`config.mk`:
```
export PLATFORM = sky130hd
export DESIGN_NAME = io_bus_arbiter
export DESIGN_NICKNAME = d
export VERILOG_FILES = /design/src/rtl/io_bus_arbiter.sv
export SDC_FILE = /design/constraint.sdc
export NUM_CORES = 1
export LEC_CHECK = 0
export ABC_AREA = 1
export BUFFER_PORTS_ARGS = -buffer_cell sky130_fd_sc_hd__buf_2
export CAP_MARGIN = 20
export CELL_PAD_IN_SITES_DETAIL_PLACEMENT = 1
export CELL_PAD_IN_SITES_GLOBAL_PLACEMENT = 1
export CORE_UTILIZATION = 33
export CTS_BUF_LIST = sky130_fd_sc_hd__clkbuf_4 sky130_fd_sc_hd__clkbuf_8
export CTS_CLUSTER_DIAMETER = 80
export CTS_CLUSTER_SIZE = 28
export DETAILED_ROUTE_END_ITERATION = 10
export MAX_ROUTING_LAYER = met4
export PLACE_DENSITY = 0.88
export REMOVE_ABC_BUFFERS = 1
export SLEW_MARGIN = 20
export SYNTH_ARGS = -nofsm -noshare
export SYNTH_HDL_FRONTEND = slang
export SYNTH_SLANG_ARGS = --single-unit
```
`constraint.sdc`:
```
create_clock -name sys_clk_i -period 1.9 [get_ports sys_clk_i]
set_clock_uncertainty 0.2 [all_clocks]
set_input_delay 0.095 -clock sys_clk_i [delete_from_list [all_inputs] [get_ports sys_clk_i]]
set_output_delay 0.095 -clock sys_clk_i [all_outputs]
set_load 0.005 [all_outputs]
```
`src/rtl/io_bus_arbiter.sv`:
```
// Two-master arbiter and transaction sequencer for the 16-bit peripheral I/O bus.
// Serves one transaction at a time: single-cycle strobe, optional read wait states, one-cycle ack.
module io_bus_arbiter #(
  parameter int unsigned RD_WAIT    = 1,
  parameter int unsigned FIXED_PRIO = 0
) (
  input  logic        sys_clk_i,
  input  logic        sys_rst_i,
  input  logic        m0_req,
  input  logic        m0_wr,
  input  logic [15:0] m0_addr,
  input  logic [15:0] m0_wdata,
  output logic        m0_ack,
  output logic [15:0] m0_rdata,
  input  logic        m1_req,
  input  logic        m1_wr,
  input  logic [15:0] m1_addr,
  input  logic [15:0] m1_wdata,
  output logic        m1_ack,
  output logic [15:0] m1_rdata,
  output logic        io_rd,
  output logic        io_wr,
  output logic [15:0] io_addr,
  output logic [15:0] io_dout,
  input  logic [15:0] io_din,
  output logic [1:0]  grant
);

  // state  | meaning
  // IDLE   | no owner; requests arbitrated at the next edge
  // STROBE | one-cycle io_rd/io_wr pulse for the owner
  // WAIT   | read wait states; address held, cnt counting down
  // ACK    | one-cycle ack to the owner, bus released at exit
  typedef enum logic [1:0] {IDLE, STROBE, WAIT, ACK} state_t;

  localparam logic [3:0] WAIT_LOAD = (RD_WAIT == 0) ? 4'd0 : 4'(RD_WAIT - 1);

  state_t      state, state_nxt;
  logic [3:0]  cnt, cnt_nxt;
  logic [1:0]  grant_r, grant_nxt;
  logic        last_grant, last_grant_nxt;
  logic        wr_r, wr_nxt;
  logic [15:0] addr_r, addr_nxt;
  logic [15:0] wdata_r, wdata_nxt;
  logic [15:0] rdata0_r, rdata0_nxt;
  logic [15:0] rdata1_r, rdata1_nxt;
  logic        pick_m1;
  logic        capture;

  // last_grant holds the index of the previous owner; m1 wins a tie only if m0 went last.
  assign pick_m1 = m1_req && (!m0_req || ((FIXED_PRIO == 0) && !last_grant));

  always_ff @(posedge sys_clk_i) begin
    if (!sys_rst_i) begin
      state      <= IDLE;
      cnt        <= '0;
      grant_r    <= '0;
      last_grant <= 1'b1;
      wr_r       <= 1'b0;
      addr_r     <= '0;
      wdata_r    <= '0;
      rdata0_r   <= '0;
      rdata1_r   <= '0;
    end else begin
      state      <= state_nxt;
      cnt        <= cnt_nxt;
      grant_r    <= grant_nxt;
      last_grant <= last_grant_nxt;
      wr_r       <= wr_nxt;
      addr_r     <= addr_nxt;
      wdata_r    <= wdata_nxt;
      rdata0_r   <= rdata0_nxt;
      rdata1_r   <= rdata1_nxt;
    end
  end

  always_comb begin
    state_nxt      = state;
    cnt_nxt        = cnt;
    grant_nxt      = grant_r;
    last_grant_nxt = last_grant;
    wr_nxt         = wr_r;
    addr_nxt       = addr_r;
    wdata_nxt      = wdata_r;
    rdata0_nxt     = rdata0_r;
    rdata1_nxt     = rdata1_r;
    capture        = 1'b0;

    case (state)
      IDLE: begin
        if (m0_req || m1_req) begin
          grant_nxt      = pick_m1 ? 2'b10 : 2'b01;
          last_grant_nxt = pick_m1;
          wr_nxt         = pick_m1 ? m1_wr    : m0_wr;
          addr_nxt       = pick_m1 ? m1_addr  : m0_addr;
          wdata_nxt      = pick_m1 ? m1_wdata : m0_wdata;
          state_nxt      = STROBE;
        end
      end
      STROBE: begin
        if (wr_r) begin
          state_nxt = ACK;
        end else if (RD_WAIT == 0) begin
          capture   = 1'b1;
          state_nxt = ACK;
        end else begin
          cnt_nxt   = WAIT_LOAD;
          state_nxt = WAIT;
        end
      end
      WAIT: begin
        if (cnt == 4'd0) begin
          capture   = 1'b1;
          state_nxt = ACK;
        end else begin
          cnt_nxt = cnt - 4'd1;
        end
      end
      ACK: begin
        grant_nxt = 2'b00;
        state_nxt = IDLE;
      end
      default: state_nxt = IDLE;
    endcase

    if (capture) begin
      if (grant_r[0]) rdata0_nxt = io_din;
      if (grant_r[1]) rdata1_nxt = io_din;
    end
  end

  // io_addr stays on addr_r through WAIT and ACK so chip-select and read-mux selection remain stable.
  assign io_rd    = (state == STROBE) && !wr_r;
  assign io_wr    = (state == STROBE) && wr_r;
  assign io_addr  = addr_r;
  assign io_dout  = ((state == STROBE) && wr_r) ? wdata_r : 16'h0000;
  assign grant    = grant_r;
  assign m0_ack   = (state == ACK) && grant_r[0];
  assign m1_ack   = (state == ACK) && grant_r[1];
  assign m0_rdata = rdata0_r;
  assign m1_rdata = rdata1_r;

endmodule

```
==> metrics <==
Crit Path Class reg -> out; met2 Track Usage GR 49.9%; status completed; CP Data Arrival Time 1.52 ns; total track usage 29.1%; critical path launch point type flip-flop; I/O Buffers 155; period utilisation layout 95.3%; max_cap viols 0; DRT Wirelength 15,900 um; core area 0.0103 sq mm; maximum root-to-sink buffer count 2; warnings from Yosys 0; fmax 552 MHz; final hold violation count 0; met3 usage in global routing 7.24%; H-tree depth 3; Die W 105 um; slowest CP cell dfxtp_2; Slew @ Worst Pin 0.524 ns; initial cell density of the core 34.0%; Max IR drop VDD 506 uV; fin cells 876; Seq cells post-synth 74; endpoint class of the critical path primary output; CTS sink cnt 74; static leakage 2.62 nW; worst slack at placement 0.0562 ns; Placer Congestion 0.858; Critical Path Max Stage Delay 0.35 ns; row count 37; area of the multi-input gates 0.00169 sq mm; initial antenna violation count 1; Clock Latency Late Sink 0.36 ns; vias per cell 5.21; Detailed Place HPWL 8430 um; share of cells above drive strength 1 28.1%; Routed Antenna Nets 0; Pwr Total 6.27 mW; post-route setup slack 0.0888 ns; register area 0.00148 sq mm; hold slack 0.0595 ns; cell count after placement 772; synthesized cell area 0.00351 sq mm; via count 4,565; CTS tree built; final net count 826; I/O pin count 156; synth top area cells dfxtp_1, nand2_1, a21oi_1; Area Growth Syn to Fin 56.4%; met1 GRT Util 31.9%; largest net degree at the start of global routing 48; TritonRoute pass-1 iters 4; Max Slew Vio Count 0; gate count of the mapped netlist 501; clk root buf clkbuf_8; slew margin rel. 65.1%; most common cell after layout, fill and taps aside buf_2; critical path, cell by cell inv_1 -> ha_4 -> nand2_2 -> buf_6 -> nor2_1 -> buf_2; Yosys cell types 21; Setup Viol. Count Final 0; PD cells 1140 mW/mm^2; GRT Max-Usage Layer met2; Final min period 1.81 ns; GRT overflow 0; first-pass GRT wire length 24,500 um; fillers 1,327; post-synthesis sequential area ratio 42.2%; top cell type's share of synthesized area 42.2%; DRC Markers 0; worst hold path type in -> reg; Crit path required time 1.60 ns; number of global-route vias before repair 4,887; Worst-path clk slew 0.08 ns; worst-path maximum fanout 16; DIE AREA 0.0111 sq mm; setup_tns 0 ns; most frequent cells in the layout buf_2, nand2_1, dlygate4sd3_1, dfxtp_1, a21oi_1; leading area contributor after synthesis dfxtp_1; CTS Buf Count 9; synthesized area per cell 7.01 sq um; WL per Instance 18.1 um; Initial DRC Count 205; Die Y 105 um
[cell usage after synthesis]
master      n
a21oi_1    71
buf_1       1
buf_2      17
buf_4       2
buf_6       9
clkbuf_1    7
dfxtp_1    74
ha_1        6
inv_1      34
inv_2       3
nand2_1   139
nand2_2     2
nand3_1    20
nand3_4     2
nand4_1    33
nor2_1     52
nor2_4      1
o211ai_1    2
o21ai_0    15
o21ai_1    10
o21ai_2     1
[repair_timing]
| item | CTS | global route |
|---|---|---|
| buffers inserted | 0 | 2 |
| endpoints found under the setup margin | 16 | 58 |
| gates cloned | 0 | 2 |
| hold endpoints to repair | 66 | 0 |
| resized for setup | 1 | 9 |
| hold buffers | 83 | 0 |
| pin swaps | 0 | 2 |
[metal layers]
metal  wire [um]  up-vias
li1            -     2105
met1        6340     2202
met2        7980      206
met3        1040       52
met4         520        0
met5           0        -
[registers in the layout, summed over array words and instances (netlist names)]
register	cells
cnt	4
grant	2
io_addr	16
last_grant	1
m0_rdata	16
m1_rdata	16
state	2
wdata_r	16
wr_r	1
[worst paths after layout]
kind,end,slack [ns],start,depth (start not counted)
setup / recovery,io_dout[6],0.09,state[1],6
hold / removal,state[0],0.06,m0_req,5
setup reg to reg,m0_rdata[6],0.11,state[0],6
hold reg to reg,m0_rdata[11],0.27,m0_rdata[11],2
[per-stage QoR]
stage | utilization (%) | cell area, sq um
floorplan | - | 3280
global placement | 42.4 | 4370
detailed placement | 42.4 | 4370
CTS | 52.5 | 5420
global route | 53.2 | 5500
finish | 53.2 | 5500
[power by group]
| group | switching (mW) | total [mW] | internal, mW |
|---|---|---|---|
| Clock | 0.659 | 1.32 | 0.657 |
| Sequential | 0.258 | 2.12 | 1.86 |
| Combinational | 1.75 | 2.84 | 1.09 |
[layout make-up]
type	count	share of cell area, %
diodes	1	0.0455
well taps	136	3.10
clock buffers	10	2.50
clock inverters	6	1.34
multi-input cells	355	30.8
flip-flops and latches	74	27.0
repair buffers	257	32.7
inverters	37	2.53
[critical path: cells and delay by family, from the launching register on]
kind	cells	cell delay [ns]
buffers and inverters	3	0.41
AND/OR/NAND/NOR	2	0.22
adder cells (fa/ha/maj)	1	0.17
flip-flops	1	0.35
[cell families after synthesis]
group / count (synthesis) / share of synthesized area (%)
DFF: 74 / 42.2
adders and majority gates: 6 / 2.14
and+or+nand+nor: 249 / 30.8
buffers and inverters: 73 / 10.5
AOI/OAI and AO/OA: 99 / 14.4
No activity file was read; power rests on OpenSTA's default activity.
